[config.mk]
export PLATFORM = sky130hd
export DESIGN_NAME = pipe_collision_score_flat
export DESIGN_NICKNAME = d
export VERILOG_FILES = /design/src/rtl/pipe_collision_score_if.sv /design/src/rtl/pipe_collision_score.sv /design/src/flat_wrapper.sv
export SDC_FILE = /design/constraint.sdc
export NUM_CORES = 1
export LEC_CHECK = 0
export ABC_CLOCK_PERIOD_IN_PS = 3100
export BUFFER_PORTS_ARGS = -buffer_cell sky130_fd_sc_hd__buf_2
export CELL_PAD_IN_SITES_DETAIL_PLACEMENT = 2
export CELL_PAD_IN_SITES_GLOBAL_PLACEMENT = 2
export CORE_MARGIN = 3
export CORE_UTILIZATION = 32
export CTS_CLUSTER_DIAMETER = 30
export DETAILED_ROUTE_END_ITERATION = 12
export GPL_TIMING_DRIVEN = 0
export PLACE_DENSITY = 0.91
export SLEW_MARGIN = 10
export SYNTH_ARGS = -nofsm -noshare
export SYNTH_HDL_FRONTEND = slang
export SYNTH_SLANG_ARGS = --single-unit
[constraint.sdc]
create_clock -name Clk -period 3.1 [get_ports Clk]
set_input_delay 0.155 -clock Clk [delete_from_list [all_inputs] [get_ports Clk]]
set_output_delay 0.155 -clock Clk [all_outputs]
set_load 0.005 [all_outputs]
[src/rtl/pipe_collision_score_if.sv]
// Signal bundle between the game core (pipe generator / bird controller)
// and the collision/score block.
interface pipe_collision_score_if;
  logic       Start;
  logic [9:0] BirdPosY;
  logic [9:0] PipePosX;
  logic [9:0] PipePosY;
  logic       Lost;
  logic [7:0] Score;
  logic [7:0] HighScore;
  logic       ScoreTick;

  // Game core side: supplies positions and start, consumes results.
  modport master (
    output Start, BirdPosY, PipePosX, PipePosY,
    input  Lost, Score, HighScore, ScoreTick
  );

  // Collision/score block side.
  modport slave (
    input  Start, BirdPosY, PipePosX, PipePosY,
    output Lost, Score, HighScore, ScoreTick
  );
endinterface

[src/rtl/pipe_collision_score.sv]
// Pipe/bird collision detection, floor strike, round score and session best.
// Geometry is evaluated only while a round is in play.
module pipe_collision_score #(
  parameter int unsigned BIRD_X   = 200,
  parameter int unsigned BIRD_W   = 34,
  parameter int unsigned BIRD_H   = 24,
  parameter int unsigned PIPE_W   = 52,
  parameter int unsigned GAP_HALF = 60,
  parameter int unsigned FLOOR_Y  = 480
) (
  input logic                   Clk,
  input logic                   Reset,
  pipe_collision_score_if.slave bus
);

  typedef enum logic [2:0] {
    IDLE = 3'b001,
    PLAY = 3'b010,
    LOST = 3'b100
  } state_t;

  localparam logic [10:0] BIRD_LEFT  = 11'(BIRD_X);
  localparam logic [10:0] BIRD_RIGHT = 11'(BIRD_X + BIRD_W);
  localparam logic [10:0] BIRD_HGT   = 11'(BIRD_H);
  localparam logic [10:0] PIPE_WID   = 11'(PIPE_W);
  localparam logic [10:0] GAP_HLF    = 11'(GAP_HALF);
  localparam logic [10:0] FLOOR_LINE = 11'(FLOOR_Y);

  state_t     state, state_nxt;
  logic [7:0] score, score_nxt;
  logic [7:0] high, high_nxt;
  logic       tick, tick_nxt;
  logic       scored, scored_nxt;

  logic [10:0] px, py, by;
  logic        hit_x, out_gap, floor_hit, collide, behind;

  // Widen to 11 bits so every sum below is overflow-free; compares only.
  assign px = {1'b0, bus.PipePosX};
  assign py = {1'b0, bus.PipePosY};
  assign by = {1'b0, bus.BirdPosY};

  assign hit_x     = (px < BIRD_RIGHT) && ((px + PIPE_WID) > BIRD_LEFT);
  assign out_gap   = ((by + GAP_HLF) < py) || ((by + BIRD_HGT) > (py + GAP_HLF));
  assign floor_hit = (by + BIRD_HGT) >= FLOOR_LINE;
  assign collide   = (hit_x && out_gap) || floor_hit;
  assign behind    = (px + PIPE_WID) < BIRD_LEFT;

  // Next state and next score/flag values; geometry consulted only in PLAY.
  always_comb begin
    state_nxt  = state;
    score_nxt  = score;
    high_nxt   = high;
    tick_nxt   = 1'b0;
    scored_nxt = scored;
    unique case (state)
      IDLE: begin
        if (bus.Start) begin
          state_nxt  = PLAY;
          score_nxt  = '0;
          scored_nxt = 1'b1;
        end
      end
      PLAY: begin
        // Collision takes priority over a same-cycle scoring pass.
        if (collide) begin
          state_nxt = LOST;
          high_nxt  = (score > high) ? score : high;
        end else if (behind && !scored) begin
          score_nxt  = (score == '1) ? score : score + 8'd1;
          scored_nxt = 1'b1;
          tick_nxt   = 1'b1;
        end else if (!behind) begin
          scored_nxt = 1'b0;
        end
      end
      LOST: begin
        if (bus.Start) begin
          state_nxt = IDLE;
        end
      end
      default: begin
        state_nxt = IDLE;
      end
    endcase
  end

  // State register.
  always_ff @(posedge Clk or posedge Reset) begin
    if (Reset) begin
      state <= IDLE;
    end else begin
      state <= state_nxt;
    end
  end

  // Score, session best, increment pulse and per-pipe scored flag.
  always_ff @(posedge Clk or posedge Reset) begin
    if (Reset) begin
      score  <= '0;
      high   <= '0;
      tick   <= 1'b0;
      scored <= 1'b1;
    end else begin
      score  <= score_nxt;
      high   <= high_nxt;
      tick   <= tick_nxt;
      scored <= scored_nxt;
    end
  end

  assign bus.Lost      = (state == LOST);
  assign bus.Score     = score;
  assign bus.HighScore = high;
  assign bus.ScoreTick = tick;

endmodule

[src/flat_wrapper.sv]
// flat-port wrapper written by rule: the top's interface ports become plain ports
module pipe_collision_score_flat 
#(
  parameter int unsigned BIRD_X   = 200,
  parameter int unsigned BIRD_W   = 34,
  parameter int unsigned BIRD_H   = 24,
  parameter int unsigned PIPE_W   = 52,
  parameter int unsigned GAP_HALF = 60,
  parameter int unsigned FLOOR_Y  = 480
)
  (Clk, Reset, bus_Start, bus_BirdPosY, bus_PipePosX, bus_PipePosY, bus_Lost, bus_Score, bus_HighScore, bus_ScoreTick);
  pipe_collision_score_if bus_i ();
  input logic Clk;
  input logic Reset;
  input wire logic [$bits(bus_i.Start)-1:0] bus_Start;
  input wire logic [$bits(bus_i.BirdPosY)-1:0] bus_BirdPosY;
  input wire logic [$bits(bus_i.PipePosX)-1:0] bus_PipePosX;
  input wire logic [$bits(bus_i.PipePosY)-1:0] bus_PipePosY;
  output wire logic [$bits(bus_i.Lost)-1:0] bus_Lost;
  output wire logic [$bits(bus_i.Score)-1:0] bus_Score;
  output wire logic [$bits(bus_i.HighScore)-1:0] bus_HighScore;
  output wire logic [$bits(bus_i.ScoreTick)-1:0] bus_ScoreTick;
  assign bus_i.Start = bus_Start;
  assign bus_i.BirdPosY = bus_BirdPosY;
  assign bus_i.PipePosX = bus_PipePosX;
  assign bus_i.PipePosY = bus_PipePosY;
  assign bus_Lost = bus_i.Lost;
  assign bus_Score = bus_i.Score;
  assign bus_HighScore = bus_i.HighScore;
  assign bus_ScoreTick = bus_i.ScoreTick;
  pipe_collision_score #(.BIRD_X(BIRD_X), .BIRD_W(BIRD_W), .BIRD_H(BIRD_H), .PIPE_W(PIPE_W), .GAP_HALF(GAP_HALF), .FLOOR_Y(FLOOR_Y)) u_core (.Clk(Clk), .Reset(Reset), .bus(bus_i));
endmodule
======== After elaboration in Yosys (flattened, before gate mapping) ========
Cells that the tools add are included.
operators by class
  add/subtract/negate cells ............... 5
  order comparisons ....................... 7
  equality and inequality tests ........... 11
  multiplexer cells ....................... 17
  reduce and logical (&&, ||, !) cells .... 11
operators by type and width
  operator               count
  $add 10x6->11 const B  3
  $mux 8                 4
  $pmux 8 s2             1
  $add 10x5->11 const B  1
  $ge 11x9->1 const B    1
  $gt 11x11->1           1
  $gt 11x8->1 const B    1
  $lt 11x10->1           1
  $lt 11x8->1 const B    1
  $lt 10x8->1 const B    1
  $mux 3                 3
  $pmux 3 s3             1
  $add 8x1->8 const B    1
  $eq 8x8->1 const B     1
  $gt 8x8->1             1
  $ne 2x2->1 const B     4
  $mux 1                 7
  $reduce_and 3->1       2
  $reduce_and 5->1       1
  $ne 2x1->1 const B     2
  $reduce_and 4->1       1
  $eq 3x1->1 const B     1
  $eq 3x2->1 const B     1
  $eq 3x3->1 const B     1
  6 further kinds        9
storage, ports and cells
  flip-flop bits (word level) ............. 21
  bits of input ports ..................... 33
  output and inout port bits .............. 18
  logic and storage cells ................. 56

======== Depth between registers and ports, before layout ========
Gate-level depths: netlist of run 1.
  word-level depth ........................ 7
  gate-level depth with buffers ........... 17

======== Worst setup path before layout of run 1 ========
Ideal clock, no wire load.
  path type ............................... input port to flip-flop
  from .................................... in bus_BirdPosY[3]
  to ...................................... reg u_core.high[0] (netlist: u_core.bus.HighScore[0])
  library setup time ...................... 0.125 ns
  data arrival time ....................... 3.197 ns
  required time ........................... 2.975 ns
  path slack .............................. -0.222 ns
  stages .................................. 15
  buffers on the path ..................... 1
  path through ............................ inv_1 -> ha_1 -> nand2_1 -> o21ai_0 -> nor2_1 -> xor2_1 -> ha_1 -> and3_1 -> a221oi_1 -> or4b_1 -> a22o_1 -> a31oi_1 -> buf_4 -> o311ai_4 -> mux2_2
between the ends
  word-level cells in the longest chain between the ends .. 6
  elaborated cells between the ends (all ways) .. 9
  those cells by class .................... add/sub (2); order compare (3); reduce/logical (4)
ends and longest elaborated chain
  what                                                   line                                                    text
  start, declared                                        flat_wrapper.sv:16                                      input wire logic [$bits(bus_i.BirdPosY)-1:0] bus_BirdPosY;
  $add 10x6->11 / $add 10x5->11 (equally long branches)  pipe_collision_score.sv:44, pipe_collision_score.sv:45
  $lt 11x10->1 / $gt 11x11->1 (equally long branches)    pipe_collision_score.sv:44                              assign out_gap = ((by + GAP_HLF) < py) || ((by + BIRD_HGT) > (py + GAP_HLF));
  $logic_or 1x1->1                                       pipe_collision_score.sv:44
  $logic_and 1x1->1                                      pipe_collision_score.sv:46                              assign collide = (hit_x && out_gap) || floor_hit;
  $logic_or 1x1->1 (*)                                   pipe_collision_score.sv:46
  $reduce_and 3->1 (no source line) (*)                  n/a
  end signal, assigned                                   pipe_collision_score.sv:106                             high <= high_nxt;
  end, declared                                          pipe_collision_score.sv:31                              logic [7:0] high, high_nxt;
Mark *: on every way between the ends. The rest lies on a longest branch, timed or not.
A chain may end at the register's enable or synchronous reset.

======== Worst setup path in the final report of run 1 ========
  from .................................... in bus_BirdPosY[3]
  to ...................................... reg u_core.high[3] (netlist: u_core.bus.HighScore[3])
Same word-level chain as after synthesis.

==> out/metrics.yaml, run 1 <==
postSynthCellCount: 262
place_area_mm2: 0.00270
h-tree-depth: 1
final_area_mm2: 0.00301
numCtsBuffers: 3
fin_nets: 397
hp-class: "in2async"
ant_nets: 0
setup_viol: 8
register_area_um2: 528
status: "finished with violations"
slew_headroom_pct: 42.6
path_common_cell: "nand2_4"
hold_buffers: 0
syn_nets: 329
r2r-end: "u_core.bus.Score[7]"
drt_iter0_drc: 46
fin_ws_ns: -0.0572
min_period_ns: 3.16
drcViolationCount: 0
cts_root_buf: "clkbuf_8"
p_per_area_mw_per_mm2: 308
place.gp.congestion: 0.827
multi_input_area_mm2: 0.00175
rrSetupSlack_ns: 0.61
via_count: 2244
ys_ff_latch: 21
grt_max_degree: 22
fin_crit_sh_pct: 102
fmax_mhz: 317
initial_utilization_pct: 33.3
synth_seq_area_share_pct: 23.2
rows: 30
routed_wl_mm: 7.59
slew_viol_final: 0
critPathKind: "in2reg"
violations: "setup timing"
cp.required_ns: 3.26
synth_ff_type: "dfrtp_1"
syn_area_per_cell_um2: 8.68
synth-edff-count: 0
crit_path_start_kind: "input pin"
fill_cells: 788
area_growth_syn_to_layout_pct: 32.6
ys_async_sr_fraction_pct: 100
post-place-ws_ns: -0.719
hpwlAfterDp_mm: 5.73
synth_warnings: 0
drive_above_1_share_pct: 32.2
grt_pass1_vias: 2474
path_clk_slew_ns: 0.08
leakage_nw: 1.48
die_area_mm2: 0.00815
crit_path_max_incr_delay_ns: 0.50
finalHoldViolCount: 0
r2r-start: "u_core.bus.Score[0]"
numPortBuffers: 47
cts_tree: "done"
cpMaxStageDelayCell: "or4b_4"
cts_buffer_depth: 2
fin_worst_skew_ns: 0.00335
grt_pass1_wl_mm: 12.1
critical_path_arrival_ns: 3.31
grt_usage_pct: 18.0
worstRegToRegCells: 7
wl_per_cell_um: 17.9
cp_max_fo: 8
crit_path_end_kind: "flop"
synth_area_mm2: 0.00227
cp-startpoint: "bus_BirdPosY[3]"
dieHeight_um: 90.3
crit_chain: "buf_12 -> inv_12 -> ha_4 -> nand2_4 -> nand2_4 -> o21ai_4 -> buf_4 -> xnor2_1 -> ha_1 -> and3_4 -> a221oi_2 -> or4b_4 -> a22o_4 -> a31oi_4 -> buf_6 -> o311ai_4 -> mux2_4"
grt_remaining_overflow: 0
antenna_found_initial: 0
max_slew.worst_pin.slew_ns: 0.859
insertedDiodeCount: 0
clk_latency_ns: 0.27
vdd_drop_max_v: 0.000114
core-area_mm2: 0.00683
rsz0062_at_grt: "yes"
die_width_um: 90.3
clkSinkCount: 21
yosysUniqueCellTypes: 56
critPathCapture: "u_core.bus.HighScore[3]"
vias_per_cell: 5.28
drtPass1Iterations: 4
cap_violations: 0
ios: 51
## power breakdown
part / leakage (nW) / switching [mW] / internal (mW)
Combinational: 1.19 / 0.227 / 0.180
Clock: 0.0228 / 0.0968 / 0.0920
Sequential: 0.275 / 0.0264 / 0.306
## layout make-up
cell class | count | area share, %
multi-input combinational | 206 | 58.1
clock buffer | 4 | 1.49
buffer | 4 | 1.08
timing repair buffer | 63 | 13.2
tap | 96 | 3.99
inverter | 31 | 4.61
sequential | 21 | 17.5
## how the worst min path moves through the flow
stage / startpoint / endpoint / slack [ns] / cells after the start
2_1_floorplan: Reset / u_core.bus.HighScore[0] / 0.13 / 1
3_3_place_gp: Reset / u_core.bus.Score[2] / 0.37 / 2
3_5_place_dp: Reset / u_core.bus.HighScore[1] / 0.38 / 2
4_1_cts: Reset / u_core.bus.HighScore[1] / 0.09 / 2
5_1_grt: Reset / u_core.bus.HighScore[1] / 0.13 / 2
6_report: Reset / u_core.bus.HighScore[1] / 0.05 / 2
## registers in the layout, summed over array words and instances, names as in the netlist
register and flops:
u_core.bus.HighScore 8, u_core.bus.Score 8, u_core.state 3, u_core.bus.ScoreTick 1
u_core.scored 1
## synthesized netlist by cell type (6+ instances only)
| library cell | count | area [µm²] |
|---|---|---|
| o21ai_0 | 11 | 55.1 |
| nand2_1 | 16 | 60.1 |
| dfrtp_1 | 19 | 475 |
| nor3_1 | 7 | 35.0 |
| a21o_1 | 6 | 45.0 |
| nand3_1 | 12 | 60.1 |
| xnor2_1 | 14 | 123 |
| nor2_1 | 14 | 52.6 |
| ha_1 | 34 | 425 |
| mux2_2 | 6 | 67.6 |
| a21oi_1 | 15 | 75.1 |
| inv_1 | 31 | 116 |
## what timing repair did
action,4_1_cts,5_1_grt
hold endpoints to repair,0,0
resized for setup,20,15
setup endpoints to repair,13,17
setup buffers,11,6
pin swaps,15,17
gates cloned,0,0
## cell families after synthesis
logic type,after synthesis,synth area share [%]
AO/OA/AOI/OAI,58,18.3
buffers and inverters,35,6.33
AND/OR/NAND/NOR,86,21.8
flip-flops,21,23.2
multiplexers,10,4.73
XOR/XNOR,18,6.93
adder cells (fa/ha/maj),34,18.7
## per-layer routing
metal / vias up / track usage, % / share of wire [%]
met3: 10 / 1.83 / 2.1
met1: 1113 / 19.1 / 38
met5: - / 0 / 0
met4: 0 / 3.70 / 1.0
li1: 1081 / - / -
met2: 40 / 37.5 / 59
## worst max-delay path: cells and delay by family
kind                       cells  cell delay (ns)
muxes                          1             0.35
AOI/OAI and AO/OA              5             1.02
and+or+nand+nor                4             0.84
adders and majority gates      2             0.42
xor gates and xnor gates       1             0.12
buffers and inverters          4             0.41
## cells in the final DEF (no fill, tap or decap), types with 4 or more instances in the layout
| cell | netlist | routed |
|---|---|---|
| mux2i_1 | 4 | 4 |
| ha_1 | 34 | 30 |
| buf_4 | 1 | 14 |
| buf_6 | 1 | 5 |
| dfrtp_1 | 19 | 19 |
| xor2_1 | 4 | 4 |
| a21o_1 | 6 | 6 |
| o21ai_0 | 11 | 9 |
| mux2_2 | 6 | 4 |
| nand3_1 | 12 | 12 |
| xnor2_1 | 14 | 13 |
| nor3_1 | 7 | 7 |
| nand4_1 | 4 | 4 |
| nor2_1 | 14 | 12 |
| or3_1 | 5 | 5 |
| nand2_1 | 16 | 14 |
| a21oi_1 | 15 | 14 |
| inv_1 | 31 | 28 |
| and2_1 | 4 | 4 |
| buf_2 | 1 | 45 |
| nor2b_1 | 5 | 5 |
## per-stage QoR
stage	setup TNS (ns)	instances	total power, mW	hold WS, ns	utilization [%]
3_3_place_gp	-6.35	405	0.662	0.368	39.6
2_1_floorplan	-0.0183	262	0.569	0.130	-
4_1_cts	-0.591	420	0.911	0.0854	42.7
6_report	-0.253	425	0.928	0.0497	44.1
5_1_grt	-1.49	425	0.994	0.129	44.1
3_5_place_dp	-8.11	405	0.685	0.380	39.6
No activity file was read; power rests on OpenSTA's default activity.
==> inputs of run 2 (changes only) <==
--- a/config.mk
+++ b/config.mk
@@ -5,13 +5,13 @@
 export SDC_FILE = /design/constraint.sdc
 export NUM_CORES = 1
 export LEC_CHECK = 0
-export ABC_CLOCK_PERIOD_IN_PS = 3100
+export ABC_CLOCK_PERIOD_IN_PS = 3220
 export BUFFER_PORTS_ARGS = -buffer_cell sky130_fd_sc_hd__buf_2
 export CELL_PAD_IN_SITES_DETAIL_PLACEMENT = 2
 export CELL_PAD_IN_SITES_GLOBAL_PLACEMENT = 2
 export CORE_MARGIN = 3
 export CORE_UTILIZATION = 32
-export CTS_CLUSTER_DIAMETER = 30
+export CTS_CLUSTER_DIAMETER = 80
 export DETAILED_ROUTE_END_ITERATION = 12
 export GPL_TIMING_DRIVEN = 0
 export PLACE_DENSITY = 0.91
==> constraint.sdc (replaced) <==
create_clock -name Clk -period 3.22 [get_ports Clk]
set_input_delay 0.161 -clock Clk [delete_from_list [all_inputs] [get_ports Clk]]
set_output_delay 0.161 -clock Clk [all_outputs]
set_load 0.005 [all_outputs]
==> run 2 against run 1 <==
Net effect:
- the run still ends with setup timing left
- global-route usage increased by 0.62 points
- clock skew increased by 0.0010 ns
- non-clock buffer count decreased by 2
- die area unchanged
- flip-flop and latch count unchanged
- first-iteration DRC count increased by 24%
- clock-buffer cell count unchanged
- wire length increased by 2.9%
- via count increased by 0.71%
- core utilization decreased by 0.37 points
==> out/metrics.yaml, run 2 (synthesized netlist as in run 1, its figures left out) <==
status: "finished with violations"
violations: "setup timing"
path_common_cell: "buf_6"
path_clk_slew_ns: 0.08
slew_viol_final: 0
layout_common_cells: "buf_2 (46), ha_1 (31), inv_1 (28)"
fin_worst_skew_ns: 0.00438
cp_max_fo: 8
cap_violations: 0
slew_headroom_pct: 44.3
insertedDiodeCount: 0
cts_tree: "done"
crit_buf_inv: 4
grt_pass1_vias: 2519
fmax_mhz: 306
fin_util_pct: 43.8
clkSinkCount: 21
drive_above_1_share_pct: 32.1
via_count: 2260
grt_pass1_wl_mm: 12.6
place.gp.congestion: 0.831
h-tree-depth: 1
final_common_cell: "buf_2"
core-area_mm2: 0.00683
numCtsBuffers: 3
p_per_area_mw_per_mm2: 300
max_slew.worst_pin.slew_ns: 0.835
rows: 30
grt_remaining_overflow: 0
place_area_mm2: 0.00264
ant_nets: 0
hpwlAfterDp_mm: 5.68
setup_viol: 7
antenna_found_initial: 0
drt_iter0_drc: 57
clk_latency_ns: 0.26
crit_path_end_kind: "flop"
area_growth_syn_to_layout_pct: 31.5
stdcell_count: 423
crit_chain: "buf_2 -> inv_2 -> ha_4 -> nor3b_4 -> buf_6 -> xnor2_2 -> ha_1 -> a21o_1 -> a221oi_2 -> or4b_4 -> a22o_4 -> a31oi_4 -> buf_6 -> o311ai_4 -> mux2_4"
critPathTopFamily: "compound AO/OA/AOI/OAI gates"
grt_max_degree: 22
crit_path_start_kind: "input pin"
min_period_ns: 3.27
initial_utilization_pct: 33.3
dieHeight_um: 90.3
fin_crit_sh_pct: 102
ios: 51
critPathKind: "in2reg"
fill_cells: 789
critical_path_arrival_ns: 3.42
vdd_drop_max_v: 0.000133
placed_cells: 405
fin_nets: 395
crit_path_max_incr_delay_ns: 0.51
cpMaxStageDelayCell: "or4b_4"
final_area_mm2: 0.00299
die_area_mm2: 0.00815
drtPass1Iterations: 4
leakage_nw: 1.48
cts_root_buf: "clkbuf_8"
routed_wl_mm: 7.81
die_width_um: 90.3
p_total_uw: 898
cp.required_ns: 3.36
cts_buffer_depth: 2
hp-class: "in2async"
vias_per_cell: 5.34
fin_ws_ns: -0.0520
rsz0062_at_grt: "yes"
wl_per_cell_um: 18.5
drcViolationCount: 0
grt_usage_pct: 18.6
numPortBuffers: 47
finalHoldViolCount: 0
-- run 2: path summary, 6_finish.rpt --
path / start / end / slack (ns) / cells past startpoint
setup / recovery: bus_BirdPosY[2] / u_core.bus.HighScore[4] / -0.05 / 15
hold / removal: Reset / u_core.bus.Score[2] / 0.06 / 2
setup reg to reg: u_core.bus.Score[0] / u_core.bus.Score[7] / 0.71 / 7
hold reg to reg: u_core.scored / u_core.scored / 0.53 / 1
max in group asynchronous: Reset / u_core.bus.HighScore[1] / 2.64 / 2
min in group Clk: bus_Start / u_core.state[2] / 0.21 / 3
-- run 2: cell type report --
cell class	count	area (µm²)	area share (%)
timing repair buffer	61	373	12.5
sequential	21	528	17.7
tap	96	120	4.02
clock buffer	4	45.0	1.51
buffer	4	32.5	1.09
multi-input combinational	206	1760	58.9
inverter	31	131	4.40
-- run 2: repair_timing --
| item | 4_1_cts | 5_1_grt |
|---|---|---|
| hold buffers | 0 | 0 |
| resized for setup | 34 | 11 |
| setup endpoints to repair | 13 | 17 |
| setup buffers | 9 | 5 |
| pin swaps | 15 | 14 |
| endpoints found under the hold margin | 0 | 0 |
-- run 2: metal layers --
metal	up-vias	wire length (µm)	global-route usage (%)
met4	0	213	4.97
met5	-	0	0
met1	1115	3210	21.7
met2	49	4240	36.3
met3	19	152	1.17
li1	1077	-	-
-- run 2: through the flow --
stage               setup TNS, ns  worst slack (ns)  hold slack (ns)
floorplan                       0           0.00861            0.136
global placement            -6.03            -0.593            0.362
detailed placement          -8.63            -0.750            0.369
CTS                       -0.0557           -0.0320           0.0908
global route                -1.26            -0.143            0.140
finish                     -0.152           -0.0520           0.0561
-- run 2: power by group --
| part | total, mW | internal [mW] | switching (mW) |
|---|---|---|---|
| combinational | 0.398 | 0.174 | 0.224 |
| clock | 0.177 | 0.0881 | 0.0888 |
| sequential | 0.323 | 0.295 | 0.0278 |
| total | 0.898 | 0.557 | 0.340 |
==> inputs of run 3 (changes only) <==
==> constraint.sdc (replaced) <==
create_clock -name Clk -period 3.22 [get_ports Clk]
set_input_delay 0.483 -clock Clk [delete_from_list [all_inputs] [get_ports Clk]]
set_output_delay 0.483 -clock Clk [all_outputs]
set_load 0.005 [all_outputs]
==> run 3 against run 2 <==
Net effect:
- the run still ends with setup timing left
- first-iteration DRC count fell by 28%
- cell area increased by 1.2%
- core utilization grew 0.53 points
- worst hold slack gained 0.32 ns
- clock-buffer cell count unchanged
- maximum frequency is 6.6% lower
- setup slack got worse by 0.23 ns
- largest cell class unchanged
- combinational power is 1% higher
- flip-flop and latch count stayed put
- register-to-register slack about the same
- clock skew decreased by 0.0015 ns
- wire length shrank 2.1%
==> out/metrics.yaml, run 3 (synthesized netlist as in run 1, its figures left out) <==
wl_per_cell_um: 18.0
grt_pass1_wl_mm: 12.1
grt_remaining_overflow: 0
setup_viol: 13
critPathTopFamily: "compound AO/OA/AOI/OAI gates"
hp-class: "in2async"
initial_utilization_pct: 33.3
ant_nets: 0
crit_chain: "buf_12 -> inv_12 -> ha_4 -> nand2_4 -> nand2_4 -> o21ai_4 -> buf_4 -> xnor2_1 -> ha_1 -> and3_4 -> a221oi_2 -> or4b_4 -> a22o_4 -> a31oi_4 -> buf_6 -> o311ai_4 -> mux2_4"
rsz0062_at_grt: "yes"
fin_ws_ns: -0.285
vdd_drop_max_v: 0.000110
multi_input_area_mm2: 0.00175
vias_per_cell: 5.29
cts_tree: "done"
area_growth_syn_to_layout_pct: 33.1
grt_usage_pct: 18.0
slew_viol_final: 0
antenna_found_initial: 0
crit_path_start_kind: "input pin"
cp_max_fo: 8
via_count: 2253
cts_buffer_depth: 2
wl_met1_mm: 2.95
path_clk_slew_ns: 0.08
insertedDiodeCount: 0
max_slew.worst_pin.slew_ns: 0.862
hpwlAfterDp_mm: 5.73
post-place-ws_ns: -0.927
p_total_uw: 904
path_common_cell: "nand2_4"
violations: "setup timing"
cts_root_buf: "clkbuf_8"
met2_length_mm: 4.47
fin_worst_skew_ns: 0.00284
cp.required_ns: 3.38
stdcell_count: 426
cpMaxStageDelayCell: "or4b_4"
leakage_nw: 1.49
placed_cells: 405
crit_buf_inv: 4
routed.top_layer: "met4"
status: "finished with violations"
p_per_area_mw_per_mm2: 299
fin_nets: 398
routed_wl_mm: 7.65
die_area_mm2: 0.00815
switchingPower_uw: 340
grt_max_degree: 22
final_common_cell: "buf_2"
die_width_um: 90.3
fin_crit_sh_pct: 109
drive_above_1_share_pct: 32.7
power_frac_comb_pct: 44.4
rows: 30
rrSetupSlack_ns: 0.72
finalHoldViolCount: 0
place_area_mm2: 0.00270
numPortBuffers: 47
clk_latency_ns: 0.27
h-tree-depth: 1
slew_headroom_pct: 42.4
clkSinkCount: 21
crit_path_end_kind: "flop"
register_area_um2: 528
layout_common_cells: "buf_2 (45), ha_1 (30), inv_1 (28)"
ios: 51
numCtsBuffers: 3
whs_ns: 0.380
crit_path_max_incr_delay_ns: 0.50
drt_iter0_drc: 41
p_int_uw: 563
critical_path_arrival_ns: 3.66
final_area_mm2: 0.00303
clkPwrFrac_pct: 20.1
swShare_pct: 37.7
fin_util_pct: 44.3
fin_tns_setup_ns: -2.70
place.gp.congestion: 0.827
min_period_ns: 3.50
pwr-share-seq_pct: 35.4
critPathKind: "in2reg"
met3_length_um: 151
dieHeight_um: 90.3
fill_cells: 787
drtPass1Iterations: 4
cap_violations: 0
grt_pass1_vias: 2473
core-area_mm2: 0.00683
fmax_mhz: 285
drcViolationCount: 0
run 3: area by class of cell:
type                            instances  area share (%)
Buffer                                  4            1.08
Clock buffer                            4            1.49
Inverter                               31            4.59
Multi-Input combinational cell        206            58.0
Sequential cell                        21            17.5
Tap cell                               96            3.97
Timing Repair Buffer                   64            13.4
run 3: path summary, 6_finish.rpt:
path | start | to | cells after the start
setup / recovery | bus_BirdPosY[3] | u_core.bus.HighScore[3] | 17
hold / removal | Reset | u_core.bus.HighScore[1] | 2
setup reg to reg | u_core.bus.Score[0] | u_core.bus.Score[7] | 7
hold reg to reg | u_core.scored | u_core.scored | 1
max in group asynchronous | Reset | u_core.bus.Score[5] | 2
min in group Clk | bus_Start | u_core.state[2] | 3
run 3: metal layers:
metal,track usage [%],vias up
li1,-,1084
met1,19.1,1119
met2,37.5,40
met3,1.83,10
met4,3.70,0
met5,0,-
run 3: power by group through the flow:
| stage | clock [mW] | combinational (mW) | sequential (mW) |
|---|---|---|---|
| 6_report | 0.182 | 0.402 | 0.320 |
| 5_1_grt | 0.201 | 0.440 | 0.327 |
| 4_1_cts | 0.189 | 0.368 | 0.321 |
| 3_5_place_dp | 0 | 0.334 | 0.325 |
| 3_3_place_gp | 0 | 0.314 | 0.323 |
| 2_1_floorplan | 0 | 0.229 | 0.319 |
run 3: repair_timing:
item | CTS | global route
setup endpoints to repair | 18 | 20
buffers inserted | 11 | 7
hold buffers | 0 | 0
pin swaps | 15 | 17
resized for setup | 20 | 16
